### config.mk
export PLATFORM = sky130hd
export DESIGN_NAME = traffic_light_monitor
export DESIGN_NICKNAME = d
export VERILOG_FILES = /design/src/rtl/traffic_pkg.sv /design/src/rtl/tl_road_tracker.sv /design/src/rtl/traffic_light_monitor.sv
export SDC_FILE = /design/constraint.sdc
export NUM_CORES = 1
export LEC_CHECK = 0
export BUFFER_PORTS_ARGS = -buffer_cell sky130_fd_sc_hd__buf_4
export CAP_MARGIN = 20
export CORE_ASPECT_RATIO = 1.2
export CORE_UTILIZATION = 55
export CTS_BUF_LIST = sky130_fd_sc_hd__clkbuf_16
export DETAILED_ROUTE_END_ITERATION = 12
export HOLD_SLACK_MARGIN = 0.08
export PLACE_DENSITY = 0.74
export SYNTH_ARGS = -nofsm -noshare
export SYNTH_HDL_FRONTEND = slang
export SYNTH_SLANG_ARGS = --single-unit
### constraint.sdc
create_clock -name clk -period 3.14 [get_ports clk]
set_input_delay 0.157 -clock clk [delete_from_list [all_inputs] [get_ports clk]]
set_output_delay 0.157 -clock clk [all_outputs]
set_load 0.05 [all_outputs]
### src/rtl/traffic_pkg.sv
// Shared light encodings, fault codes and width defaults for the traffic light monitor.
package traffic_pkg;

  localparam logic [2:0] LT_RED = 3'b100;
  localparam logic [2:0] LT_YEL = 3'b010;
  localparam logic [2:0] LT_GRN = 3'b001;

  localparam int unsigned MIN_GREEN_DEF = 4;
  localparam int unsigned MAX_PHASE_DEF = 64;
  localparam int unsigned EMERG_LAT_DEF = 8;
  localparam int unsigned CNT_W_DEF     = 8;

  typedef enum logic [2:0] {
    FcNone       = 3'd0,
    FcIllegal    = 3'd1,
    FcConflict   = 3'd2,
    FcBadSeq     = 3'd3,
    FcShortGreen = 3'd4,
    FcWatchdog   = 3'd5,
    FcEmergMiss  = 3'd6
  } fault_code_e;

  function automatic logic is_light(input logic [2:0] code);
    return (code == LT_RED) || (code == LT_YEL) || (code == LT_GRN);
  endfunction

  // Lowest code wins when several checks fail on the same sample.
  function automatic fault_code_e pick_code(input logic [6:1] flags);
    if (flags[1]) return FcIllegal;
    if (flags[2]) return FcConflict;
    if (flags[3]) return FcBadSeq;
    if (flags[4]) return FcShortGreen;
    if (flags[5]) return FcWatchdog;
    if (flags[6]) return FcEmergMiss;
    return FcNone;
  endfunction

endpackage

### src/rtl/tl_road_tracker.sv
// Per-road history: last legal light, phase length counter, and the sequence/timing flags
// derived from them for the current sample.
module tl_road_tracker
  import traffic_pkg::*;
#(
  parameter int unsigned MIN_GREEN = MIN_GREEN_DEF,
  parameter int unsigned MAX_PHASE = MAX_PHASE_DEF,
  parameter int unsigned CNT_W     = CNT_W_DEF
) (
  input  logic       clk,
  input  logic       rst,
  input  logic [2:0] light,
  input  logic       emergency,
  input  logic       legal,
  output logic       bad_seq,
  output logic       short_green,
  output logic       watchdog
);

  localparam logic [CNT_W-1:0] CntMax   = '1;
  localparam logic [CNT_W-1:0] MinGreen = CNT_W'(MIN_GREEN);
  localparam logic [CNT_W-1:0] MaxPhase = CNT_W'(MAX_PHASE);

  logic [2:0]       prev_q;
  logic [CNT_W-1:0] cnt_q;
  logic [CNT_W-1:0] cnt_d;
  logic             changed;
  logic             seq_ok;

  always_comb begin
    changed = (light != prev_q);
    if (changed) begin
      cnt_d = CNT_W'(1);
    end else if (cnt_q == CntMax) begin
      cnt_d = cnt_q;
    end else begin
      cnt_d = cnt_q + 1'b1;
    end

    seq_ok = !changed
           || (prev_q == LT_GRN && light == LT_YEL)
           || (prev_q == LT_YEL && light == LT_RED)
           || (prev_q == LT_RED && light == LT_GRN)
           || (prev_q == LT_GRN && light == LT_RED && emergency);

    bad_seq     = legal && !seq_ok;
    short_green = legal && !emergency && (prev_q == LT_GRN) && (light == LT_YEL)
                && (cnt_q < MinGreen);
    // Equality only, so a light stuck past the limit reports once.
    watchdog    = legal && !emergency && (cnt_d == MaxPhase);
  end

  always_ff @(posedge clk or posedge rst) begin
    if (rst) begin
      prev_q <= LT_RED;
      cnt_q  <= '0;
    end else if (legal) begin
      prev_q <= light;
      cnt_q  <= cnt_d;
    end
  end

endmodule

### src/rtl/traffic_light_monitor.sv
// Passive safety checker on the signal heads: samples both roads and emergency, raises a
// prioritised one-cycle fault pulse, a sticky first-fault record and an emergency counter.
module traffic_light_monitor
  import traffic_pkg::*;
#(
  parameter int unsigned MIN_GREEN = MIN_GREEN_DEF,
  parameter int unsigned MAX_PHASE = MAX_PHASE_DEF,
  parameter int unsigned EMERG_LAT = EMERG_LAT_DEF,
  parameter int unsigned CNT_W     = CNT_W_DEF
) (
  input  logic             clk,
  input  logic             rst,
  input  logic [2:0]       main_rd,
  input  logic [2:0]       side_rd,
  input  logic             emergency,
  input  logic             clr_fault,
  output logic             fault,
  output logic [2:0]       fault_code,
  output logic             fault_sticky,
  output logic [2:0]       sticky_code,
  output logic [CNT_W-1:0] emerg_events
);

  localparam logic [CNT_W-1:0] CntMax   = '1;
  localparam logic [CNT_W-1:0] EmergLat = CNT_W'(EMERG_LAT);

  // Input sample stage; valid_q keeps the reset-valued sample out of the checks.
  logic             valid_q;
  logic [2:0]       main_q;
  logic [2:0]       side_q;
  logic             emerg_q;
  logic             emerg_prev_q;
  logic [CNT_W-1:0] timer_q;
  logic [CNT_W-1:0] timer_d;

  logic             legal;
  logic             both_red;
  logic             emerg_rise;
  logic [6:1]       flags;
  logic             fault_d;
  fault_code_e      code_d;

  logic main_bad_seq, main_short, main_wdog;
  logic side_bad_seq, side_short, side_wdog;

  tl_road_tracker #(
    .MIN_GREEN (MIN_GREEN),
    .MAX_PHASE (MAX_PHASE),
    .CNT_W     (CNT_W)
  ) u_main (
    .clk         (clk),
    .rst         (rst),
    .light       (main_q),
    .emergency   (emerg_q),
    .legal       (legal),
    .bad_seq     (main_bad_seq),
    .short_green (main_short),
    .watchdog    (main_wdog)
  );

  tl_road_tracker #(
    .MIN_GREEN (MIN_GREEN),
    .MAX_PHASE (MAX_PHASE),
    .CNT_W     (CNT_W)
  ) u_side (
    .clk         (clk),
    .rst         (rst),
    .light       (side_q),
    .emergency   (emerg_q),
    .legal       (legal),
    .bad_seq     (side_bad_seq),
    .short_green (side_short),
    .watchdog    (side_wdog)
  );

  always_comb begin
    legal      = valid_q && is_light(main_q) && is_light(side_q);
    both_red   = (main_q == LT_RED) && (side_q == LT_RED);
    emerg_rise = valid_q && emerg_q && !emerg_prev_q;

    if (!valid_q || !emerg_q || both_red) begin
      timer_d = '0;
    end else if (timer_q == CntMax) begin
      timer_d = timer_q;
    end else begin
      timer_d = timer_q + 1'b1;
    end

    flags[1] = valid_q && !(is_light(main_q) && is_light(side_q));
    flags[2] = valid_q && (main_q != LT_RED) && (side_q != LT_RED);
    flags[3] = main_bad_seq || side_bad_seq;
    flags[4] = main_short || side_short;
    flags[5] = main_wdog || side_wdog;
    flags[6] = (timer_d == EmergLat) && (timer_q != EmergLat);

    fault_d = |flags;
    code_d  = pick_code(flags);
  end

  always_ff @(posedge clk or posedge rst) begin
    if (rst) begin
      valid_q      <= 1'b0;
      main_q       <= LT_RED;
      side_q       <= LT_RED;
      emerg_q      <= 1'b0;
      emerg_prev_q <= 1'b0;
      timer_q      <= '0;
      fault        <= 1'b0;
      fault_code   <= 3'd0;
      fault_sticky <= 1'b0;
      sticky_code  <= 3'd0;
      emerg_events <= '0;
    end else begin
      valid_q      <= 1'b1;
      main_q       <= main_rd;
      side_q       <= side_rd;
      emerg_q      <= emergency;
      emerg_prev_q <= emerg_q;
      timer_q      <= timer_d;
      fault        <= fault_d;
      fault_code   <= code_d;
      if (emerg_rise && (emerg_events != CntMax)) begin
        emerg_events <= emerg_events + 1'b1;
      end
      // Clear beats a coincident fault; the pulse itself is still emitted.
      if (clr_fault) begin
        fault_sticky <= 1'b0;
        sticky_code  <= 3'd0;
      end else if (fault_d && !fault_sticky) begin
        fault_sticky <= 1'b1;
        sticky_code  <= code_d;
      end
    end
  end

endmodule

Yosys cells after proc, flatten, opt, wreduce, memory -nomap -nowiden
Cells that the tools add are included.
Widths: inputs -> output; s select.
{ "word_totals": {"reg_bits": 55, "input_bits": 10} }
{ "classes": {"addsub": 4, "order_cmp": 2, "n_eq_ne": 24, "n_mux": 44, "reduce_logical": 61} }
{ "op_table": {"columns": ["op", "count"], "rows": [
  ["$mux 8", 6],
  ["$mux 3", 15],
  ["$logic_and 1x1->1", 33],
  ["$add 8x1->8 const B", 4],
  ["$eq 8x8->1 const B", 3],
  ["$mux 1", 23],
  ["$logic_or 1x1->1", 17],
  ["$eq 8x7->1 const B", 2],
  ["$lt 8x3->1 const B", 2],
  ["$eq 3x1->1 const B", 4],
  ["$eq 3x2->1 const B", 4],
  ["$eq 3x3->1 const B", 4],
  ["$logic_not 1->1", 9],
  ["$eq 8x4->1 const B", 1],
  ["$ne 8x4->1 const B", 1],
  ["$ne 8x8->1 const B", 1],
  ["$ne 3x3->1", 2],
  ["$ne 3x3->1 const B", 2],
  ["$reduce_or 6->1", 1],
  ["$reduce_bool 2->1", 1]
]} }

Logic depth before layout (Yosys ltp)
Gate-level depths: netlist of the first run.
{ "logic_depth": {"ltp_word": 32, "ltp_mapped": 10, "depth_no_buf": 9} }

By module
From an unflattened synthesis of the first run, not the netlist that was laid out.
{ "unflattened": {"hier_cells": 338, "area_unflattened_um2": 3229.3} }
{ "modules_own_cells": {"columns": ["mod", "instances", "cells_per_inst", "area_each_um2", "seq_area_each_um2"], "rows": [
  ["tl_road_tracker", 2, 94, 823.3, 276.5],
  ["traffic_light_monitor", 1, 150, 1582.8, 828.3]
]} }

Worst setup path before layout of the first run
No wires, ideal clock.
{ "synth_timing": {"path_kind": "reg-to-reg", "from": "register emerg_events[0]", "to": "register emerg_events[7]", "t_arrival_ps": 2307, "required_ps": 2998, "slack_ps": 691, "path_stages_with_launch": 9, "path_buffers": 0, "period_less_slack_ps": 2449, "path_cell_list": "dfrtp_1 > ha_1 > and3_1 > and3_1 > a311oi_2 > nand4_1 > nor2_1 > nand3_1 > xnor2_1"} }
{ "synth_between": {"elab_chain_len": 2, "elab_cells_between_ends": 3, "classes_between": "add/sub: 1; eq/ne: 1; reduce/logical: 1"} }
{ "synth_rtl": {"columns": ["item", "line_no", "source"], "rows": [
  ["start, declared", "traffic_light_monitor.sv:21", "output logic [CNT_W-1:0] emerg_events"],
  ["start signal, assigned", "traffic_light_monitor.sv:123", "emerg_events <= emerg_events + 1'b1;"],
  ["parallel branches: the longest is 2 deep, another holds $add 8x1->8", null, null]
]} }
Parallel ways; which one is timed is not known.
A chain may end at the register's enable or synchronous reset.

Worst setup path after layout of the first run
{ "layout_timing": {"from": "register main_q[2]", "to": "register sticky_code[0]"} }
{ "layout_between": {"elab_chain_len": 21, "elab_cells_between_ends": 84, "classes_between": "eq/ne: 7; mux: 37; reduce/logical: 40"} }
{ "layout_rtl": {"columns": ["item", "line_no", "source"], "rows": [
  ["start, declared", "traffic_light_monitor.sv:29", "logic [2:0] main_q;"],
  ["start signal, assigned", "traffic_light_monitor.sv:115", "main_q <= main_rd;"],
  ["parallel branches: the longest is 21 deep, another holds $mux 8", null, null],
  ["end signal, assigned", "traffic_light_monitor.sv:131", "sticky_code <= code_d;"],
  ["end, declared", "traffic_light_monitor.sv:20", "output logic [2:0] sticky_code,"]
]} }
Parallel ways; which one is timed is not known. The select of a mux whose other input is x is not followed.

==> metrics.md, run 1 <==
| Metric | Value |
|---|---|
| Pre-antenna DRT Iters | `4` |
| Antenna violations before repair | `0` |
| Clock Sink Count | `55` |
| Total chip power | `0.00203 W` |
| Antenna Cells | `0` |
| Total routing usage reported by global routing | `24.4%` |
| Grt ovf | `0` |
| Syn Inst Count | `363` |
| Slowest cell on crit path | `dfstp_2` |
| Largest net degree at the start of global routing | `39` |
| Post-DRT Antenna Nets | `0` |
| Total CTS buffers | `5` |
| Final hold violations | `0` |
| RSZ-0062 raised after global routing | `no` |
| Setup_tns | `0 ns` |
| Period minus WS final | `2.56 ns` |
| Vias in the first global route | `2688` |
| Clock tree from TritonCTS | `built` |
| CP bufs+invs | `0` |
| Residual DRC | `0` |
| Worst clock skew | `0.00327 ns` |
| Number of hold buffers added after CTS | `9` |
| Fmax achieved | `0.390 GHz` |
| Top FF cell, synth | `dfrtp_1` |
| Synth async-reset ratio | `100%` |
| Buffer depth of the longest clock path | `2` |
| Hold WC Path Type | `flop to flop` |
| DRT iter0 DRCs | `202` |
| Root buffer cell | `clkbuf_16` |
| Post-CTS setup buffer count | `0` |
| Fillers | `470` |
| Post-DR vias/cell | `5.86` |
| WL/cell | `14.7 µm` |
| Yosys reg bits | `55` |
| H-tree depth | `2` |
| Maximum VDD drop | `0.478 mV` |
| Register area share after synthesis | `42.1%` |
| Mapped Nets | `378` |
| Layout cells sized above 1 | `14.1%` |
| Ports | `26` |
| P&R area growth vs syn | `14.2%` |
| Resized cells post-CTS | `0` |
| Crit path capture type | `flop` |
| Static leakage | `1.60 nW` |
| Worst skew pair latency | `0.29 ns` |
| Reg2reg setup slack | `0.58 ns` |
| Worst rel slew slack | `47.3%` |
| YS warnings | `0` |
| Global-route wire length before repair | `12000 µm` |
| Starting Density | `57.5%` |
| Final GP Congestion | `0.865` |
| Cell Area, Synth | `3280 µm²` |
| Area of the core | `5710 µm²` |
| Count of cell types in the netlist | `71` |
| Number of flops mapped to enable cells by yosys | `0` |
| Maximum fanout along the worst path | `10` |
| Fin. max-slew vios | `0` |
| Top delay family on crit path | `simple AND/OR/NAND/NOR gates` |
| Critical path type | `flop to flop` |
| Nets | `398` |
| Commonest non-fill, non-tap cell in the layout | `dfrtp_1` |
| Hpwl dp | `4850 µm` |
| Worst Max-Slew Pin Slew | `0.790 ns` |
| Tcrit/Tclk final | `81.6%` |
| Status | `finished, final reports clean` |
| Max cap viols | `0` |
| Data arrival, critical path | `2.79 ns` |
| Die W | `72.5 µm` |
| PwrDens | `543 nW/µm²` |
| Fin Hold WS | `0.503 ns` |
| Die height | `86.6 µm` |
| Syn_area_per_cell | `9.03 µm²` |
| Worst path required time | `3.37 ns` |
| Routed WL | `6800 µm` |
| Startpoint type of the worst setup path | `flop` |
| Setup-failing EPs final | `0` |
| Commonest non-fill, non-tap cells in the layout | `dfrtp_1 (51), nand2_1 (36), nor2_1 (32)` |
| Std-Cell Rows | `30` |
| Detailed-route via count | `2719` |
| Largest stage delay, worst path | `0.61 ns` |
| Port-buffer cells | `25` |
| DIE AREA | `6280 µm²` |
| Critical Path, Cell by Cell | `xnor2_1 > nand3_1 > nor3_1 > nor4b_2 > o21ba_1 > a2bb2oi_1 > o211ai_1 > a21oi_1` |
| Clock-pin slew on the worst setup and hold paths | `0.07 ns` |
[final cells by class]
cell class	count	area [µm²]	share of cell area, %
Tap cell	80	100	2.67
Multi-Input combinational cell	268	1730	46.2
Clock buffer	5	125	3.34
Timing Repair Buffer	38	308	8.22
Sequential cell	55	1380	36.9
Clock inverter	3	42.5	1.14
Inverter	15	56.3	1.50
[sequential cells by signal, summed over array words and instances (netlist names)]
register and count:
emerg_prev_q 1, u_main.prev_q 3, u_side.prev_q 3, valid_q 1, fault_sticky 1, emerg_q 1, side_q 3, emerg_events 8
fault_code 3, u_main.cnt_q 8, u_side.cnt_q 8, fault 1, sticky_code 3, main_q 3, timer_q 8
[per-stage QoR]
stage | cells | cell area [µm²] | utilization [%] | setup WS, ns
floorplan | 363 | 3280 | - | 0.691
global placement | 447 | 3490 | 61.1 | 0.637
detailed placement | 447 | 3490 | 61.1 | 0.618
CTS | 464 | 3740 | 65.6 | 0.581
global route | 464 | 3740 | 65.6 | 0.297
finish | 464 | 3740 | 65.6 | 0.577
[cells in the mapped netlist (2+ instances only)]
library cell | number | area, µm²
buf_2 | 11 | 55.1
nor3b_1 | 2 | 15.0
nor3_1 | 6 | 30.0
o21a_1 | 2 | 15.0
nor2_1 | 32 | 120
nor4bb_1 | 3 | 30.0
nor4b_1 | 3 | 26.3
ha_1 | 5 | 62.6
mux2i_1 | 3 | 30.0
buf_1 | 3 | 11.3
or2_0 | 2 | 12.5
inv_1 | 15 | 56.3
xor2_1 | 3 | 26.3
nand3b_1 | 2 | 15.0
o22a_1 | 2 | 17.5
xnor2_1 | 13 | 114
nand3_1 | 17 | 85.1
dfstp_2 | 4 | 105
nor4_1 | 4 | 25.0
o311ai_0 | 2 | 17.5
a2bb2oi_1 | 2 | 17.5
o21ai_1 | 5 | 25.0
a21oi_1 | 25 | 125
and3b_1 | 2 | 17.5
o31ai_1 | 3 | 22.5
o21ai_0 | 12 | 60.1
clkbuf_1 | 10 | 37.5
and4_1 | 4 | 35.0
or3b_1 | 2 | 17.5
and2_1 | 2 | 12.5
a221oi_1 | 2 | 17.5
nor3b_4 | 2 | 37.5
a31oi_1 | 6 | 37.5
o211a_1 | 2 | 20.0
o211ai_1 | 3 | 22.5
or2_1 | 2 | 12.5
nand4_1 | 10 | 62.6
nand2_1 | 36 | 135
dfrtp_1 | 51 | 1280
a311oi_1 | 2 | 17.5
nor2b_1 | 6 | 37.5
and3_1 | 11 | 68.8
[logic make-up after synthesis]
kind of cell	count (synthesis)	share of synthesized area (%)
AOI/OAI and AO/OA	86	18.5
xor gates and xnor gates	16	4.27
adders and majority gates	5	1.91
buffers and inverters	40	5.11
DFF	55	42.1
muxes	5	1.60
other	1	0.114
and+or+nand+nor	155	26.4
[report_power, final]
group	switching, W	leakage (nW)	internal (W)	total, W
Sequential	0.000121	0.708	0.000794	0.000915
Combinational	0.000291	0.809	0.000194	0.000485
Clock	0.000256	0.0818	0.000377	0.000633
Total	0.000668	1.60	0.00137	0.00203
[path summary, 6_finish.rpt]
check	endpoint	cells past startpoint	start
max	sticky_code[0]$_DFFE_PP0P_	8	main_q[2]$_DFF_PP1_
min	u_side.prev_q[2]$_DFFE_PP1N_	2	u_side.prev_q[2]$_DFFE_PP1N_
max reg2reg	sticky_code[0]$_DFFE_PP0P_	8	main_q[2]$_DFF_PP1_
min reg2reg	u_side.prev_q[2]$_DFFE_PP1N_	2	u_side.prev_q[2]$_DFFE_PP1N_
max in group asynchronous	u_main.prev_q[2]$_DFFE_PP1N_	4	rst
min in group asynchronous	emerg_events[0]$_DFFE_PP0P_	3	rst
[worst min-delay path: cells and delay by family (launching register included)]
kind | cells | cell delay, ns
flops | 1 | 0.39
simple gates | 2 | 0.11
[layer usage]
metal  routed length (µm)  global-route usage, %  part of all wire (%)  vias to the layer above
met2                 3440                   41.5                    51                       46
li1                     -                      -                     -                     1357
met5                    0                      0                     0                        -
met1                 3010                   29.8                    44                     1300
met3                  193                   4.53                   2.8                       16
met4                  155                   10.9                   2.3                        0
No activity file was read; power rests on OpenSTA's default activity.
==> run 2, diff against run 1 <==
- CORE_UTILIZATION: 55 -> 54
- PLACE_DENSITY: 0.74 -> 0.76
- clock period: 3.14 -> 2.34 ns (I/O delays scaled with it)
==> run 2 against run 1 <==
  * Count of clock-buffer cells in the layout did not move
  * Utilization is 4.8 points higher
  * Combinational power up 62%
  * Worst hold slack worse by 0.043 ns
  * Power grew 36%
  * Global-route usage grew 1.3 points
  * First-iteration DRC count fell by 14%
  * Sequential power increased by 33%
  * Clock power rose by 21%
==> metrics.md, run 2 (synthesis gave the netlist of run 1 again) <==
| Metric | Value |
|---|---|
| Total routing usage reported by global routing | `25.7%` |
| Worst skew pair latency | `0.29 ns` |
| Fin Hold WS | `0.460 ns` |
| Pre-antenna DRT Iters | `4` |
| Critical path type | `flop to flop` |
| Largest net degree at the start of global routing | `33` |
| Total chip power | `0.00277 W` |
| Worst reg2reg path endpoint | `sticky_code[0]$_DFFE_PP0P_` |
| Commonest non-fill, non-tap cells in the layout | `buf_4 (61), dfrtp_1 (46), nand2_1 (36)` |
| Die W | `73.1 µm` |
| H-tree depth | `2` |
| Std-Cell Rows | `30` |
| Max cap viols | `0` |
| Global-route wire length before repair | `12900 µm` |
| Total CTS buffers | `5` |
| Buffer depth of the longest clock path | `2` |
| Worst path required time | `2.56 ns` |
| Hold path depth | `2` |
| Crit path capture type | `flop` |
| Commonest non-fill, non-tap cell in the layout | `buf_4` |
| Reg2reg path depth | `9` |
| Fmax achieved | `0.429 GHz` |
| Layout cells sized above 1 | `24.0%` |
| Startpoint type of the worst setup path | `flop` |
| CP bufs+invs | `1` |
| Static leakage | `1.75 nW` |
| Routed WL | `7580 µm` |
| Data arrival, critical path | `2.55 ns` |
| Worst rel slew slack | `56.6%` |
| Period minus WS final | `2.33 ns` |
| P&R area growth vs syn | `23.2%` |
| Final hold violations | `0` |
| Top delay family on crit path | `simple AND/OR/NAND/NOR gates` |
| Reg2reg setup slack | `0.01 ns` |
| Vias in the first global route | `2918` |
| Post-DR vias/cell | `5.98` |
| DRT iter0 DRCs | `174` |
| Area of the core | `5740 µm²` |
| DIE AREA | `6390 µm²` |
| Setup-failing EPs final | `0` |
| Placed Area | `3710 µm²` |
| Starting Density | `57.1%` |
| Tcrit/Tclk final | `99.6%` |
| Antenna Cells | `0` |
| Die height | `87.4 µm` |
| Clock tree from TritonCTS | `built` |
| Maximum fanout along the worst path | `5` |
| RSZ-0062 raised after global routing | `yes` |
| Slowest cell on crit path | `dfstp_2` |
| Worst hold start | `main_rd[1]` |
| Worst Max-Slew Pin Slew | `0.650 ns` |
| R2R Path Start | `main_q[2]$_DFF_PP1_` |
| Post-DRT Antenna Nets | `0` |
| Fin area | `4040 µm²` |
| Final GP Congestion | `0.931` |
| PwrDens | `685 nW/µm²` |
| Status | `finished, final reports clean` |
| Port-buffer cells | `25` |
| Ports | `26` |
| Clock-pin slew on the worst setup and hold paths | `0.08 ns` |
| Detailed-route via count | `2966` |
| Critical Path, Cell by Cell | `buf_4 > xnor2_1 > nand3_1 > a311oi_1 > nor4b_4 > nor2_1 > and3_4 > o21ai_1 > a21oi_1` |
| Setup_tns | `0 ns` |
| Fin. max-slew vios | `0` |
| Hold EP | `main_q[1]$_DFF_PP0_` |
| Root buffer cell | `clkbuf_16` |
| Worst clock skew | `0.00779 ns` |
| Maximum VDD drop | `0.669 mV` |
| Grt ovf | `0` |
| Residual DRC | `0` |
| Antenna violations before repair | `0` |
| Largest stage delay, worst path | `0.54 ns` |
| Clock Sink Count | `55` |
| Hold WC Path Type | `primary input to flop` |
| Hpwl dp | `5350 µm` |
| Nets | `430` |
| WL/cell | `15.3 µm` |
==> run 2: timing repair <==
action / 4_1_cts / 5_1_grt
resized for setup: 2 / 14
endpoints found under the hold margin: 37 / 0
hold buffers: 9 / 0
endpoints found under the setup margin: 2 / 6
pin swaps: 1 / 4
setup buffers: 3 / 0
cloned: 0 / 0
==> run 2: worst reg2reg max path, cell delays in order, from the launching register on <==
cell and delay (ns):
dfstp_2 0.54, buf_4 0.14, xnor2_1 0.11, nand3_1 0.17
a311oi_1 0.45, nor4b_4 0.09, nor2_1 0.28, and3_4 0.27
o21ai_1 0.06, a21oi_1 0.14
==> run 2: area by class of cell <==
cell class	count	area, µm²
inverter	15	56.3
multi-input combinational	268	1800
sequential	55	1390
clock inverter	3	26.3
tap	80	100
clock buffer	5	125
timing repair buffer	70	548
fill	442	1700
==> run 2: worst max-delay path by stage <==
stage	from	end	slack (ns)	cells after the start
6_report	main_q[2]$_DFF_PP1_	sticky_code[0]$_DFFE_PP0P_	0.01	9
3_5_place_dp	side_q[2]$_DFF_PP1_	sticky_code[1]$_DFFE_PP0P_	0.006	8
4_1_cts	timer_q[0]$_DFF_PP0_	sticky_code[0]$_DFFE_PP0P_	0.007	9
5_1_grt	side_q[2]$_DFF_PP1_	sticky_code[0]$_DFFE_PP0P_	-0.14	9
3_3_place_gp	side_q[2]$_DFF_PP1_	sticky_code[0]$_DFFE_PP0P_	0.04	8
2_1_floorplan	emerg_events[0]$_DFFE_PP0P_	emerg_events[7]$_DFFE_PP0P_	0.01	8
==> run 2: metal layers <==
| metal | part of all wire, % | global-route usage [%] |
|---|---|---|
| met3 | 3.8 | 2.78 |
| met2 | 53 | 47.7 |
| met1 | 42 | 30.9 |
| met5 | 0 | 0 |
| met4 | 1.6 | 7.31 |
==> run 2: power by group <==
part	switching (W)	internal, W	leakage (nW)
combinational	0.000446	0.000339	0.977
sequential	0.000147	0.00107	0.701
clock	0.000359	0.000407	0.0748
total	0.000952	0.00182	1.75
==> run 2: stage by stage <==
stage	util [%]	instances	worst slack, ns
3_3_place_gp	64.5	476	0.0380
3_5_place_dp	64.5	476	0.00557
6_report	70.4	496	0.0102
2_1_floorplan	-	363	0.00962
5_1_grt	70.4	496	-0.141
4_1_cts	69.2	496	0.00702
